**config.mk**
```make
export PLATFORM = sky130hd
export DESIGN_NAME = mem_stage_mq_flat
export DESIGN_NICKNAME = d
export VERILOG_FILES = /design/src/rtl/mem_stage_mq_if.sv /design/src/rtl/mem_stage_mq.sv /design/src/flat_wrapper.sv
export SDC_FILE = /design/constraint.sdc
export NUM_CORES = 1
export LEC_CHECK = 0
export ABC_AREA = 1
export CORE_MARGIN = 2
export CORE_UTILIZATION = 40
export CTS_CLUSTER_DIAMETER = 30
export CTS_CLUSTER_SIZE = 25
export DETAILED_ROUTE_END_ITERATION = 8
export GPL_TIMING_DRIVEN = 0
export PLACE_DENSITY_LB_ADDON = 0.12
export SKIP_CTS_REPAIR_TIMING = 1
export SYNTH_ARGS = -nofsm -noshare
export SYNTH_HDL_FRONTEND = slang
export SYNTH_SLANG_ARGS = --single-unit
```
**constraint.sdc**
```tcl
create_clock -name clk -period 5.3 [get_ports clk]
set_input_delay 0.53 -clock clk [delete_from_list [all_inputs] [get_ports clk]]
set_output_delay 0.53 -clock clk [all_outputs]
set_load 0.005 [all_outputs]
```
**src/rtl/mem_stage_mq_if.sv**
```systemverilog
// EX/WB/data-sram facing signal bundle of the multi-outstanding MEM stage.
// master = surrounding pipeline and memory, slave = the MEM stage itself.
interface mem_stage_mq_if #(
   parameter int PAYLOAD_W = 64
);
   logic                 es_to_ms_valid;
   logic                 ms_allowin;
   logic                 es_mem_req;
   logic [2:0]           es_ld_type;
   logic [1:0]           es_ldb;
   logic [31:0]          es_rt;
   logic [31:0]          es_result;
   logic                 es_res_from_mem;
   logic                 es_gr_we;
   logic [4:0]           es_dest;
   logic [PAYLOAD_W-1:0] es_payload;
   logic                 data_sram_data_ok;
   logic [31:0]          data_sram_rdata;
   logic                 flush;
   logic                 ws_allowin;
   logic                 ms_to_ws_valid;
   logic [31:0]          ms_to_ws_result;
   logic                 ms_to_ws_gr_we;
   logic [4:0]           ms_to_ws_dest;
   logic [PAYLOAD_W-1:0] ms_to_ws_payload;
   logic [31:0]          ms_dest_mask;
   logic                 ms_load_pending;
   logic                 ms_fwd_valid;

   modport master (
      output es_to_ms_valid, es_mem_req, es_ld_type, es_ldb, es_rt, es_result,
             es_res_from_mem, es_gr_we, es_dest, es_payload,
             data_sram_data_ok, data_sram_rdata, flush, ws_allowin,
      input  ms_allowin, ms_to_ws_valid, ms_to_ws_result, ms_to_ws_gr_we,
             ms_to_ws_dest, ms_to_ws_payload, ms_dest_mask, ms_load_pending, ms_fwd_valid
   );

   modport slave (
      input  es_to_ms_valid, es_mem_req, es_ld_type, es_ldb, es_rt, es_result,
             es_res_from_mem, es_gr_we, es_dest, es_payload,
             data_sram_data_ok, data_sram_rdata, flush, ws_allowin,
      output ms_allowin, ms_to_ws_valid, ms_to_ws_result, ms_to_ws_gr_we,
             ms_to_ws_dest, ms_to_ws_payload, ms_dest_mask, ms_load_pending, ms_fwd_valid
   );
endinterface

```
**src/rtl/mem_stage_mq.sv**
```systemverilog
// MEM stage holding up to DEPTH in-order instructions with multiple outstanding
// data-sram requests, load-data extraction and flush-cancel of stale responses.
module mem_stage_mq #(
   parameter int DEPTH     = 2,
   parameter int PAYLOAD_W = 64
) (
   input  logic         clk,
   input  logic         resetn,
   mem_stage_mq_if.slave ms
);
   localparam int PTR_W   = $clog2(DEPTH);
   localparam int CNT_W   = $clog2(DEPTH + 1);
   localparam int SUM_W   = CNT_W + 2;
   localparam int CAN_MAX = DEPTH + 1;

   // per-entry control state (async reset) and storage (no reset)
   logic [DEPTH-1:0]     v_reg, mem_reg, got_reg;
   logic [DEPTH-1:0]     rfm_reg, gr_we_reg;
   logic [2:0]           ld_type_mem [DEPTH];
   logic [1:0]           ldb_mem     [DEPTH];
   logic [31:0]          rt_mem      [DEPTH];
   logic [31:0]          result_mem  [DEPTH];
   logic [31:0]          rdata_mem   [DEPTH];
   logic [4:0]           dest_mem    [DEPTH];
   logic [PAYLOAD_W-1:0] payload_mem [DEPTH];

   logic [PTR_W-1:0]     head_reg, tail_reg;
   logic [CNT_W-1:0]     count_reg, cancel_reg, cancel_next;

   logic [DEPTH-1:0]     pend, ld_wait;
   logic [31:0]          dm_bits [DEPTH];
   logic [31:0]          mask_acc;
   logic [PTR_W-1:0]     resp_idx, scan_idx;
   logic                 resp_any, resp_live;
   logic [SUM_W-1:0]     pend_cnt, cancel_sum;
   logic                 head_v, head_ready, head_bypass;
   logic [31:0]          head_data, head_value;
   logic                 retire, enq, ms_valid;

   function automatic logic [31:0] load_extract(
      input logic [2:0]  ld_type,
      input logic [1:0]  ldb,
      input logic [31:0] d,
      input logic [31:0] rt
   );
      logic [7:0]  byte_sel;
      logic [15:0] half_sel;
      logic [31:0] res;
      byte_sel = d[{ldb, 3'b000} +: 8];
      half_sel = ldb[1] ? d[31:16] : d[15:0];
      case (ld_type)
         3'd1: res = {{24{byte_sel[7]}}, byte_sel};
         3'd2: res = {24'd0, byte_sel};
         3'd3: res = {{16{half_sel[15]}}, half_sel};
         3'd4: res = {16'd0, half_sel};
         3'd5: begin
            case (ldb)
               2'd0:    res = {d[7:0],  rt[23:0]};
               2'd1:    res = {d[15:0], rt[15:0]};
               2'd2:    res = {d[23:0], rt[7:0]};
               default: res = d;
            endcase
         end
         3'd6: begin
            case (ldb)
               2'd0:    res = d;
               2'd1:    res = {rt[31:24], d[31:8]};
               2'd2:    res = {rt[31:16], d[31:16]};
               default: res = {rt[31:8],  d[31:24]};
            endcase
         end
         default: res = d;
      endcase
      return res;
   endfunction

   genvar gi;
   generate
      for (gi = 0; gi < DEPTH; gi++) begin : g_entry
         assign pend[gi]    = v_reg[gi] & mem_reg[gi] & ~got_reg[gi];
         assign ld_wait[gi] = v_reg[gi] & rfm_reg[gi] & ~got_reg[gi];
         assign dm_bits[gi] = (v_reg[gi] && gr_we_reg[gi]) ? (32'd1 << dest_mem[gi]) : 32'd0;
      end
   endgenerate

   // oldest entry still waiting for its response, scanning from the head
   always_comb begin
      resp_idx = head_reg;
      scan_idx = head_reg;
      for (int k = DEPTH - 1; k >= 0; k--) begin
         scan_idx = head_reg + PTR_W'(k);
         if (pend[scan_idx]) resp_idx = scan_idx;
      end
   end

   assign resp_any  = |pend;
   assign resp_live = ms.data_sram_data_ok && (cancel_reg == '0) && resp_any;

   assign head_v      = v_reg[head_reg];
   assign head_bypass = ms.data_sram_data_ok && (cancel_reg == '0) && pend[head_reg];
   assign head_ready  = head_v && (!mem_reg[head_reg] || got_reg[head_reg] || head_bypass);
   assign head_data   = got_reg[head_reg] ? rdata_mem[head_reg] : ms.data_sram_rdata;
   assign head_value  = rfm_reg[head_reg]
                      ? load_extract(ld_type_mem[head_reg], ldb_mem[head_reg], head_data, rt_mem[head_reg])
                      : result_mem[head_reg];

   assign ms_valid = head_ready && !ms.flush;
   assign retire   = ms_valid && ms.ws_allowin;
   assign enq      = ms.es_to_ms_valid && ms.ms_allowin;

   assign ms.ms_allowin       = resetn && !ms.flush && ((count_reg < CNT_W'(DEPTH)) || retire);
   assign ms.ms_to_ws_valid   = ms_valid;
   assign ms.ms_fwd_valid     = ms_valid;
   assign ms.ms_to_ws_result  = head_v ? head_value : 32'd0;
   assign ms.ms_to_ws_gr_we   = head_v && gr_we_reg[head_reg];
   assign ms.ms_to_ws_dest    = head_v ? dest_mem[head_reg] : 5'd0;
   assign ms.ms_to_ws_payload = head_v ? payload_mem[head_reg] : '0;
   assign ms.ms_load_pending  = |ld_wait;

   always_comb begin
      mask_acc = '0;
      for (int i = 0; i < DEPTH; i++) mask_acc = mask_acc | dm_bits[i];
   end
   assign ms.ms_dest_mask = {mask_acc[31:1], 1'b0};

   // on flush every unanswered request, including one issued by EX this cycle, becomes a cancel
   always_comb begin
      pend_cnt = '0;
      for (int i = 0; i < DEPTH; i++) pend_cnt = pend_cnt + SUM_W'(pend[i]);
      cancel_sum = SUM_W'(cancel_reg) + pend_cnt + SUM_W'(ms.es_to_ms_valid && ms.es_mem_req);
      if (ms.data_sram_data_ok && (cancel_sum != '0)) cancel_sum = cancel_sum - SUM_W'(1);
      cancel_next = cancel_reg;
      if (ms.flush)
         cancel_next = (cancel_sum > SUM_W'(CAN_MAX)) ? CNT_W'(CAN_MAX) : cancel_sum[CNT_W-1:0];
      else if (ms.data_sram_data_ok && (cancel_reg != '0))
         cancel_next = cancel_reg - CNT_W'(1);
   end

   always_ff @(posedge clk or negedge resetn) begin
      if (!resetn) begin
         v_reg      <= '0;
         mem_reg    <= '0;
         got_reg    <= '0;
         head_reg   <= '0;
         tail_reg   <= '0;
         count_reg  <= '0;
         cancel_reg <= '0;
      end else begin
         cancel_reg <= cancel_next;
         if (ms.flush) begin
            v_reg     <= '0;
            head_reg  <= '0;
            tail_reg  <= '0;
            count_reg <= '0;
         end else begin
            if (resp_live) got_reg[resp_idx] <= 1'b1;
            if (retire) begin
               v_reg[head_reg] <= 1'b0;
               head_reg        <= head_reg + PTR_W'(1);
            end
            if (enq) begin
               v_reg[tail_reg]   <= 1'b1;
               mem_reg[tail_reg] <= ms.es_mem_req;
               got_reg[tail_reg] <= 1'b0;
               tail_reg          <= tail_reg + PTR_W'(1);
            end
            count_reg <= count_reg + CNT_W'(enq) - CNT_W'(retire);
         end
      end
   end

   always_ff @(posedge clk) begin
      if (enq) begin
         ld_type_mem[tail_reg] <= ms.es_ld_type;
         ldb_mem[tail_reg]     <= ms.es_ldb;
         rt_mem[tail_reg]      <= ms.es_rt;
         result_mem[tail_reg]  <= ms.es_result;
         rfm_reg[tail_reg]     <= ms.es_res_from_mem;
         gr_we_reg[tail_reg]   <= ms.es_gr_we;
         dest_mem[tail_reg]    <= ms.es_dest;
         payload_mem[tail_reg] <= ms.es_payload;
      end
      if (resp_live) rdata_mem[resp_idx] <= ms.data_sram_rdata;
   end

`ifndef SYNTHESIS
   a_cancel_bound: assert property (@(posedge clk) disable iff (!resetn)
      !(ms.flush && (cancel_sum > SUM_W'(CAN_MAX))));
   a_orphan_resp: assert property (@(posedge clk) disable iff (!resetn)
      !(ms.data_sram_data_ok && (cancel_reg == '0) && !resp_any));
`endif
endmodule

```
**src/flat_wrapper.sv**
```systemverilog
// flat-port wrapper written by rule: the top's interface ports become plain ports
module mem_stage_mq_flat 
#(
   parameter int DEPTH     = 2,
   parameter int PAYLOAD_W = 64
)
  (clk, resetn, ms_es_to_ms_valid, ms_es_mem_req, ms_es_ld_type, ms_es_ldb, ms_es_rt, ms_es_result, ms_es_res_from_mem, ms_es_gr_we, ms_es_dest, ms_es_payload, ms_data_sram_data_ok, ms_data_sram_rdata, ms_flush, ms_ws_allowin, ms_ms_allowin, ms_ms_to_ws_valid, ms_ms_to_ws_result, ms_ms_to_ws_gr_we, ms_ms_to_ws_dest, ms_ms_to_ws_payload, ms_ms_dest_mask, ms_ms_load_pending, ms_ms_fwd_valid);
  mem_stage_mq_if #(.PAYLOAD_W(PAYLOAD_W)) ms_i ();
  input  logic clk;
  input  logic resetn;
  input wire logic [$bits(ms_i.es_to_ms_valid)-1:0] ms_es_to_ms_valid;
  input wire logic [$bits(ms_i.es_mem_req)-1:0] ms_es_mem_req;
  input wire logic [$bits(ms_i.es_ld_type)-1:0] ms_es_ld_type;
  input wire logic [$bits(ms_i.es_ldb)-1:0] ms_es_ldb;
  input wire logic [$bits(ms_i.es_rt)-1:0] ms_es_rt;
  input wire logic [$bits(ms_i.es_result)-1:0] ms_es_result;
  input wire logic [$bits(ms_i.es_res_from_mem)-1:0] ms_es_res_from_mem;
  input wire logic [$bits(ms_i.es_gr_we)-1:0] ms_es_gr_we;
  input wire logic [$bits(ms_i.es_dest)-1:0] ms_es_dest;
  input wire logic [$bits(ms_i.es_payload)-1:0] ms_es_payload;
  input wire logic [$bits(ms_i.data_sram_data_ok)-1:0] ms_data_sram_data_ok;
  input wire logic [$bits(ms_i.data_sram_rdata)-1:0] ms_data_sram_rdata;
  input wire logic [$bits(ms_i.flush)-1:0] ms_flush;
  input wire logic [$bits(ms_i.ws_allowin)-1:0] ms_ws_allowin;
  output wire logic [$bits(ms_i.ms_allowin)-1:0] ms_ms_allowin;
  output wire logic [$bits(ms_i.ms_to_ws_valid)-1:0] ms_ms_to_ws_valid;
  output wire logic [$bits(ms_i.ms_to_ws_result)-1:0] ms_ms_to_ws_result;
  output wire logic [$bits(ms_i.ms_to_ws_gr_we)-1:0] ms_ms_to_ws_gr_we;
  output wire logic [$bits(ms_i.ms_to_ws_dest)-1:0] ms_ms_to_ws_dest;
  output wire logic [$bits(ms_i.ms_to_ws_payload)-1:0] ms_ms_to_ws_payload;
  output wire logic [$bits(ms_i.ms_dest_mask)-1:0] ms_ms_dest_mask;
  output wire logic [$bits(ms_i.ms_load_pending)-1:0] ms_ms_load_pending;
  output wire logic [$bits(ms_i.ms_fwd_valid)-1:0] ms_ms_fwd_valid;
  assign ms_i.es_to_ms_valid = ms_es_to_ms_valid;
  assign ms_i.es_mem_req = ms_es_mem_req;
  assign ms_i.es_ld_type = ms_es_ld_type;
  assign ms_i.es_ldb = ms_es_ldb;
  assign ms_i.es_rt = ms_es_rt;
  assign ms_i.es_result = ms_es_result;
  assign ms_i.es_res_from_mem = ms_es_res_from_mem;
  assign ms_i.es_gr_we = ms_es_gr_we;
  assign ms_i.es_dest = ms_es_dest;
  assign ms_i.es_payload = ms_es_payload;
  assign ms_i.data_sram_data_ok = ms_data_sram_data_ok;
  assign ms_i.data_sram_rdata = ms_data_sram_rdata;
  assign ms_i.flush = ms_flush;
  assign ms_i.ws_allowin = ms_ws_allowin;
  assign ms_ms_allowin = ms_i.ms_allowin;
  assign ms_ms_to_ws_valid = ms_i.ms_to_ws_valid;
  assign ms_ms_to_ws_result = ms_i.ms_to_ws_result;
  assign ms_ms_to_ws_gr_we = ms_i.ms_to_ws_gr_we;
  assign ms_ms_to_ws_dest = ms_i.ms_to_ws_dest;
  assign ms_ms_to_ws_payload = ms_i.ms_to_ws_payload;
  assign ms_ms_dest_mask = ms_i.ms_dest_mask;
  assign ms_ms_load_pending = ms_i.ms_load_pending;
  assign ms_ms_fwd_valid = ms_i.ms_fwd_valid;
  mem_stage_mq #(.DEPTH(DEPTH), .PAYLOAD_W(PAYLOAD_W)) u_core (.clk(clk), .resetn(resetn), .ms(ms_i));
endmodule
```
# Word level (Yosys, flattened, before mapping)
# Memories as Yosys holds them, arrays and structs flattened.
# Cells that the tools add are included.
# op_classes
magnitude_cmp	9
n_eq_ne	8
n_shift	3
muxes	56
n_addsub	9
multipliers	0
n_reduce_logical	33
n_div	0
bitwise	18
# ops
operator	count
32-bit case mux with 3 select lines	2
32-bit case mux with 6 select lines	1
32-bit two-way mux	5
64-bit two-way mux	1
1-bit by 5-bit left shift with 32-bit output (first input constant)	2
32-bit bitwise OR	1
32-bit by 6-bit indexed part select with 8-bit output	1
1-bit two-way mux	27
2-bit two-way mux	11
1-bit logical AND	18
16-bit two-way mux	1
3-bit equality test (second input constant)	3
1-bit AND	8
1-bit by 2-bit less-than comparator with 1-bit output (second input constant)	4
2-bit nonzero test	4
2-bit bitwise mux	3
3-bit by 2-bit equality test with 1-bit output (second input constant)	2
5-bit two-way mux	1
2-bit by 4-bit adder with 4-bit output	1
4-bit by 1-bit adder with 4-bit output	1
2-bit AND	2
4-bit by 2-bit greater-than comparator with 1-bit output (second input constant)	1
2-bit zero test	2
4-bit two-way mux	1
20 further kinds	33
# word_totals
register_bits	16
wordCells	152
inputBits	179
mem_bits_rw	340
mem_bits_ro	0
mem_count	7
latch_bits	0
# mem_list
memory	depth	width	read_ports	rd_clocked_by_memory_dff	wr	line_no	source
u_core.payload_mem	2	64	1	0	1	mem_stage_mq.sv:25	logic [PAYLOAD_W-1:0] payload_mem [DEPTH];
u_core.rdata_mem	2	32	1	0	1	mem_stage_mq.sv:23	logic [31:0] rdata_mem [DEPTH];
u_core.result_mem	2	32	1	0	1	mem_stage_mq.sv:22	logic [31:0] result_mem [DEPTH];
u_core.rt_mem	2	32	1	0	1	mem_stage_mq.sv:21	logic [31:0] rt_mem [DEPTH];
u_core.dest_mem	2	5	3	0	1	mem_stage_mq.sv:24	logic [4:0] dest_mem [DEPTH];
u_core.ld_type_mem	2	3	1	0	1	mem_stage_mq.sv:19	logic [2:0] ld_type_mem [DEPTH];
1 more memories	--	--	--	--	--	--	

# Depth between registers and ports, before layout
# Gate-level depths: netlist of the first run.
# depth
word_depth	15
ltp_mapped	17
mapped_depth_nobuf	14

# Worst setup path after synthesis of the first run
# Ideal clock, no wire load.
# synth_timing
path_kind	register to register
startpoint	register u_core.head_reg
endpoint	memory u_core.dest_mem[0][0] (enable)
path_buffers	3
setup_time_ns	0.492
slack_ns	0.610
t_arrival_ns	4.198
path_stages_with_launch	11
path_cell_list	dfrtp_1 > buf_6 > buf_6 > buf_6 > nor2_1 > nor2_1 > o21ai_4 > nand3_4 > nand2_2 > nand4_2 > inv_1
# synth_between
elab_chain_len	13
word_cells_on_any_way	20
cone_classes	10 x mux; 10 x reduce/logical
# synth_rtl
item	line_no	source
start, declared	mem_stage_mq.sv:27	logic [PTR_W-1:0] head_reg, tail_reg;
start signal, assigned	mem_stage_mq.sv:159	head_reg <= head_reg + PTR_W'(1);
1-bit two-way mux (implied by the code) (2 in series)	mem_stage_mq.sv:101	assign head_ready = head_v && (!mem_reg[head_reg] || got_reg[head_reg] || head_bypass);
1-bit zero test	mem_stage_mq.sv:101	
1-bit logical OR (2 in series)	mem_stage_mq.sv:101	
1-bit logical AND (*)	mem_stage_mq.sv:101	
1-bit logical AND (*)	mem_stage_mq.sv:107	assign ms_valid = head_ready && !ms.flush;
1-bit logical AND (*)	mem_stage_mq.sv:108	assign retire = ms_valid && ms.ws_allowin;
1-bit logical OR (*)	mem_stage_mq.sv:111	assign ms.ms_allowin = resetn && !ms.flush && ((count_reg < CNT_W'(DEPTH)) || retire);
1-bit logical AND (*)	mem_stage_mq.sv:111	
1-bit logical AND (*)	mem_stage_mq.sv:109	assign enq = ms.es_to_ms_valid && ms.ms_allowin;
1-bit two-way mux (*)	mem_stage_mq.sv:173	if (enq) begin
1-bit two-way mux (implied by the code) (*)	mem_stage_mq.sv:180	dest_mem[tail_reg] <= ms.es_dest;
end, declared	mem_stage_mq.sv:24	
# Every way passes the cells marked *; elsewhere a longest branch is shown, timed or not. The select of a mux whose other input is x is not followed.

# Worst setup path in the final report of the first run
# layout_timing
startpoint	register u_core.head_reg
endpoint	output ms_ms_to_ws_result[15]
# layout_between
elab_chain_len	7
word_cells_on_any_way	28
cone_classes	8 x eq/ne; 1 x shift; 13 x mux; 1 x reduce/logical; 5 x memory
# layout_rtl
item	line_no	source
1-bit two-way mux (implied by the code) (2 in series)	mem_stage_mq.sv:102	assign head_data = got_reg[head_reg] ? rdata_mem[head_reg] : ms.data_sram_rdata;
32-bit two-way mux	mem_stage_mq.sv:102	
32-bit by 6-bit indexed part select with 8-bit output, or another cell as far along	mem_stage_mq.sv:49	byte_sel = d[{ldb, 3'b000} +: 8];
32-bit case mux with 6 select lines	mem_stage_mq.sv:51	case (ld_type)
32-bit two-way mux	mem_stage_mq.sv:104	? load_extract(ld_type_mem[head_reg], ldb_mem[head_reg], head_data, rt_mem[head_reg])
32-bit two-way mux (*)	mem_stage_mq.sv:114	assign ms.ms_to_ws_result = head_v ? head_value : 32'd0;
end, declared	flat_wrapper.sv:27	output wire logic [$bits(ms_i.ms_to_ws_result)-1:0] ms_ms_to_ws_result;
# Marked as above.

==> flow_metrics.env, run 1 <==
export IMPL_pin_count=317
export IMPL_gr_total_overflow=0
export IMPL_mostFrequentLayoutCells="813 x nand2_1, 344 x edfxtp_1, 315 x clkdlybuf4s50_1"
export IMPL_critPathMaxFanout=10
export IMPL_drcViolationCount=0
export IMPL_layout_commonest_cell="nand2_1"
export IMPL_synth_top_area_frac=0.563
export IMPL_drt_antenna_violating_nets=0
export IMPL_p_comb_frac=0.146
export IMPL_drt_iter0_markers=1313
export IMPL_fin_crit_sh=0.791
export IMPL_irDropWorstVdd_v=0.000337
export IMPL_dp_cells=3016
export IMPL_track_usage=0.265
export IMPL_r2r_end="u_core.payload_mem[0][47]"
export IMPL_synth_area_per_cell_um2=8.75
export IMPL_async_flop_share=0.0337
export IMPL_fill_cells=4106
export IMPL_vias_per_cell=4.97
export IMPL_start_util=0.405
export IMPL_yosysSeqAreaShare=0.579
export IMPL_slew_violations=0
export IMPL_yosysTopAreaCell="edfxtp_1"
export IMPL_grt_max_degree=86
export IMPL_finalNonFillerCells=3168
export IMPL_clockBufferDepth=3
export IMPL_power_leakage_nw=10.8
export IMPL_met1_usage=0.331
export IMPL_reg2reg_slack_ns=1.84
export IMPL_use_met2=0.432
export IMPL_cp_data_required_time_ns=4.77
export IMPL_worst_pin_slew_ns=0.915
export IMPL_clk_pin_slew_worst_paths_ns=0.04
export IMPL_place_congestion=0.950
export IMPL_reg2regPathDepth=12
export IMPL_cts_root_buf="clkbuf_16"
export IMPL_path_class="reg2out"
export IMPL_finalHoldViolCount=0
export IMPL_num_nets_final=2688
export IMPL_timing_max_cap_violations=0
export IMPL_post_route_min_period_ns=4.19
export IMPL_synth_seq_cells=356
export IMPL_synth_ff_type="edfxtp_1"
export IMPL_die_h_um=218
export IMPL_syn_to_final_growth_pct=36.7
export IMPL_synth_area_leaders="edfxtp_1 56%, nand2_1 17%, inv_1 4.3%"
export IMPL_synth_cell_types=46
export IMPL_wl_per_cell_um=20.0
export IMPL_port_buffers=315
export IMPL_p_total_mw=9.46
export IMPL_first_pass_iters=7
export IMPL_grt_busiest_layer="met2"
export IMPL_r2r_start="u_core.head_reg"
export IMPL_regMostFlops="u_core.payload_mem"
export IMPL_final_util=0.554
export IMPL_synthCells=2097
export IMPL_slew_limit_headroom=0.390
export IMPL_seqPwrFrac=0.339
export IMPL_run_status="finished, final reports clean"
export IMPL_yosysWarnings=0
export IMPL_p_int_mw=7.03
export IMPL_grt_util_met3=0.0754
export IMPL_die_x_um=218
export IMPL_synth_area_mm2=0.0183
export IMPL_finalWirelength_um=63300
export IMPL_tritoncts="done"
export IMPL_min_path_type="in2async"
export IMPL_final_setup_viol_count=0
export IMPL_power_density_mw_per_mm2=377
export IMPL_core_mm2=0.0453
export IMPL_cts_max_level=3
export IMPL_power_share_clock=0.515
export IMPL_numClockSinks=356
export IMPL_cp_start_kind="register"
export IMPL_synth_edf_count=344
export IMPL_std_cell_rows=78
export IMPL_place_hpwl_um=46300
export IMPL_grt_pass1_wl_um=93600
export IMPL_cp_end_kind="primary output"
export IMPL_antenna_found_initial=12
export IMPL_rsz0062_at_grt="no"
export IMPL_grt_pass1_vias=15600
export IMPL_p_sw_frac=0.257
export IMPL_largest_reg_flops=128
export IMPL_drive_gt1_frac=0.108
export IMPL_cts_made_buffers=82
export IMPL_crit_arrival_ns=3.66
export IMPL_syn_nets=2285
export IMPL_clock_latency_ns=0.60
export IMPL_p_switching_mw=2.43
export IMPL_vias=15700
export IMPL_die_area_mm2=0.0476
export IMPL_skew_ns=0.0200
export IMPL_setup_tns_ns=0
export IMPL_clock_fmax_ghz=0.238
layout make-up:
class / instances / area, um2 / area share
Antenna cell: 3 / 7.51 / 0.000299
Buffer: 99 / 607 / 0.0242
Clock buffer: 97 / 2180 / 0.0870
Clock inverter: 52 / 524 / 0.0209
Inverter: 230 / 881 / 0.0351
Multi-Input combinational cell: 1412 / 6250 / 0.249
Sequential cell: 356 / 10600 / 0.424
Tap cell: 600 / 751 / 0.0299
Timing Repair Buffer: 319 / 3250 / 0.130
critical path, cell delays in order, from the launching register on:
cell and delay, ns:
dfrtp_1 0.40, inv_2 0.10, buf_6 0.15, buf_6 0.18, buf_4 0.22, nor2_1 0.07
a21oi_2 0.31, clkbuf_1 0.43, o21ai_0 0.23, a31oi_1 0.39, clkdlybuf4s50_1 0.58
through the flow:
| stage | hold slack (ns) | cell area [um2] | setup slack, ns |
|---|---|---|---|
| 4_1_cts | 0.329 | 25100 | 1.09 |
| 6_report | 0.342 | 25100 | 1.11 |
| 2_1_floorplan | 0.234 | 18300 | 0.610 |
| 3_3_place_gp | 0.524 | 22200 | -1.77 |
| 5_1_grt | 0.363 | 25100 | 0.935 |
| 3_5_place_dp | 0.539 | 22400 | 1.71 |
cells in the mapped netlist (18+ instances only):
cell and number:
nand2_1 813, inv_1 212, nor3_1 18, nand3_1 115, buf_2 44, nor2_1 197
nand2_2 21, a21oi_1 39, o22ai_1 25, o21ai_1 18, buf_4 18, edfxtp_1 344
nand3b_1 21, o21ai_0 79
how the worst max path moves through the flow:
stage	from	endpoint	slack, ns	depth (start not counted)
2_1_floorplan	u_core.head_reg	u_core.dest_mem[0][0]	0.61	10
3_5_place_dp	u_core.head_reg	ms_ms_to_ws_result[15]	1.71	10
6_report	u_core.head_reg	ms_ms_to_ws_result[15]	1.11	10
5_1_grt	u_core.head_reg	ms_ms_to_ws_result[25]	0.93	17
4_1_cts	u_core.head_reg	ms_ms_to_ws_result[15]	1.09	10
3_3_place_gp	resetn	u_core.result_mem[0][19]	-1.77	5
per-layer routing:
metal,routed length (um),vias up
met3,5070,137
met4,2400,18
li1,-,7647
met5,122,-
met2,29600,613
met1,26200,7329
power by group through the flow:
stage | combinational (mW) | clock (mW) | sequential (mW)
6_report | 1.38 | 4.87 | 3.21
5_1_grt | 1.51 | 5.10 | 3.21
4_1_cts | 1.38 | 4.95 | 3.21
3_5_place_dp | 1.37 | 0 | 3.25
3_3_place_gp | 1.35 | 0 | 3.26
2_1_floorplan | 0.727 | 0 | 3.25
cell families (layout without fill, tap and decap cells):
kind of cell             count (synthesis)  after routing  synth area share
AO/OA/AOI/OAI                          178            178            0.0536
XOR/XNOR                                 2              2          0.000955
adder cells (fa/ha/maj)                  9              9           0.00696
buffers and inverters                  329            797            0.0806
flip-flops                             356            356             0.579
multiplexers                             1              1          0.000546
other                                    1              4          0.000204
AND/OR/NAND/NOR                       1221           1221             0.278
Note: power is estimated with default switching activity, not from simulation.
==> run 2: changes to the inputs <==
==> constraint.sdc (replaced) <==
create_clock -name clk -period 3.5 [get_ports clk]
set_input_delay 0.35 -clock clk [delete_from_list [all_inputs] [get_ports clk]]
set_output_delay 0.35 -clock clk [all_outputs]
set_load 0.005 [all_outputs]
==> run 2 against run 1 <==
  * The run now ends with negative setup slack left
  * Via count grew 1.7%
  * Sequential power grew 51%
  * Critical path depth grew 3
  * Flip-flop and latch count is the same
  * Largest power group unchanged
  * Final cell count grew 1.7%
  * Critical path type unchanged
  * Largest cell class unchanged
==> flow_metrics.env, run 2 (same netlist as run 1, synthesis figures left out) <==
export IMPL_track_usage=0.270
export IMPL_dp_cells=3022
export IMPL_grt_pass1_vias=15700
export IMPL_fill_cells=4011
export IMPL_gr_total_overflow=0
export IMPL_fin_ws_ns=-0.121
export IMPL_drt_antenna_violating_nets=0
export IMPL_start_util=0.405
export IMPL_rsz0062_at_grt="yes"
export IMPL_die_area_mm2=0.0476
export IMPL_final_setup_viol_count=6
export IMPL_numClockSinks=356
export IMPL_clk_pin_slew_worst_paths_ns=0.04
export IMPL_place_congestion=0.951
export IMPL_mostFrequentLayoutCells="767 x nand2_1, 344 x edfxtp_1, 294 x clkdlybuf4s50_1"
export IMPL_p_sw_frac=0.259
export IMPL_reg2reg_slack_ns=0.30
export IMPL_num_nets_final=2741
export IMPL_cts_root_buf="clkbuf_16"
export IMPL_min_path_type="in2async"
export IMPL_skew_ns=0.0196
export IMPL_drcViolationCount=0
export IMPL_core_mm2=0.0453
export IMPL_finalHoldViolCount=0
export IMPL_cts_max_level=3
export IMPL_cp_data_required_time_ns=3.15
export IMPL_violations="negative setup slack"
export IMPL_slew_limit_headroom=0.562
export IMPL_grt_max_degree=38
export IMPL_clockBufferDepth=3
export IMPL_reg2regPathDepth=14
export IMPL_path_class="reg2out"
export IMPL_p_int_mw=10.8
export IMPL_fin_crit_sh=1.03
export IMPL_power_share_clock=0.506
export IMPL_run_status="finished with violations"
export IMPL_timing_max_cap_violations=0
export IMPL_cp_end_kind="primary output"
export IMPL_grt_pass1_wl_um=94700
export IMPL_tritoncts="done"
export IMPL_power_leakage_nw=11.6
export IMPL_vias_per_cell=4.97
export IMPL_layout_commonest_cell="nand2_1"
export IMPL_placedInstanceArea_mm2=0.0225
export IMPL_wl_per_cell_um=20.1
export IMPL_regMostFlops="u_core.payload_mem"
export IMPL_std_cell_rows=78
export IMPL_largest_reg_flops=128
export IMPL_finalWirelength_um=64900
export IMPL_final_util=0.581
export IMPL_port_buffers=315
export IMPL_cts_made_buffers=85
export IMPL_pin_count=317
export IMPL_crit_arrival_ns=3.27
export IMPL_post_route_min_period_ns=3.62
export IMPL_r2r_start="u_core.got_reg[1]"
export IMPL_design_area_mm2=0.0263
export IMPL_finalNonFillerCells=3223
export IMPL_clock_fmax_ghz=0.276
export IMPL_p_switching_mw=3.77
export IMPL_syn_to_final_growth_pct=43.4
export IMPL_power_density_mw_per_mm2=554
export IMPL_drive_gt1_frac=0.161
export IMPL_clock_latency_ns=0.61
export IMPL_critPathMaxFanout=10
export IMPL_place_hpwl_um=47800
export IMPL_first_pass_iters=5
export IMPL_antenna_found_initial=15
export IMPL_seqPwrFrac=0.334
export IMPL_die_x_um=218
export IMPL_slew_violations=0
export IMPL_drt_iter0_markers=1367
export IMPL_worst_pin_slew_ns=0.655
export IMPL_irDropWorstVdd_v=0.000357
export IMPL_r2r_end="u_core.cancel_reg[1]"
export IMPL_vias=16000
export IMPL_die_h_um=218
export IMPL_cp_start_kind="register"
export IMPL_p_comb_frac=0.161
-- run 2: area by class of cell --
| cell class | instances | area, um2 | share of cell area |
|---|---|---|---|
| clock buffers | 101 | 2240 | 0.0851 |
| plain buffers | 99 | 878 | 0.0334 |
| diodes | 4 | 10.0 | 0.000380 |
| multi-input cells | 1413 | 6640 | 0.252 |
| flip-flops and latches | 356 | 10600 | 0.404 |
| inverters | 230 | 893 | 0.0340 |
| repair buffers | 368 | 3800 | 0.144 |
| clock inverters | 52 | 464 | 0.0176 |
| well taps | 600 | 751 | 0.0285 |
-- run 2: power by group through the flow --
stage          sequential, mW  combinational [mW]  clock [mW]
2_1_floorplan            4.92                1.11           0
3_3_place_gp             4.94                2.06           0
3_5_place_dp             4.93                2.09           0
4_1_cts                  4.86                2.11        7.47
5_1_grt                  4.86                2.55        7.73
6_report                 4.86                2.34        7.37
-- run 2: worst max-delay path by stage --
stage / start / to / slack (ns) / cells after the start
finish: u_core.head_reg / ms_ms_to_ws_result[30] / -0.12 / 13
global route: u_core.head_reg / ms_ms_to_ws_result[30] / -0.17 / 13
CTS: u_core.head_reg / ms_ms_to_ws_result[15] / -0.59 / 10
detailed placement: u_core.head_reg / u_core.payload_mem[1][45] / -0.05 / 14
global placement: u_core.head_reg / u_core.result_mem[1][19] / -2.25 / 11
floorplan: u_core.head_reg / u_core.dest_mem[0][0] / -0.39 / 11
-- run 2: worst max-delay path, stage by stage, from the launching register on --
cell,delay [ns]
dfrtp_2,0.46
inv_4,0.08
buf_8,0.15
nand2_1,0.10
nand2_4,0.10
inv_4,0.10
o21ai_1,0.08
nand2_2,0.22
inv_2,0.13
buf_4,0.22
nand3_1,0.16
nand2_1,0.12
a21oi_1,0.20
clkdlybuf4s50_1,0.54
-- run 2: routing by layer --
layer,vias to the layer above,GRT usage,part of all wire
met5,-,0,0.0012
met4,12,0.103,0.031
met3,109,0.0720,0.077
met2,614,0.451,0.48
met1,7511,0.335,0.41
li1,7763,-,-
-- run 2: metrics by stage --
step	total power [mW]	worst slack (ns)	hold slack, ns	TNS [ns]
floorplan	6.03	-0.387	0.0544	-107.29
global placement	7.00	-2.25	0.534	-675.60
detailed placement	7.02	-0.0453	0.539	-1.11
CTS	14.4	-0.586	0.148	-31.72
global route	15.1	-0.169	0.181	-1.17
finish	14.6	-0.121	0.155	-0.246
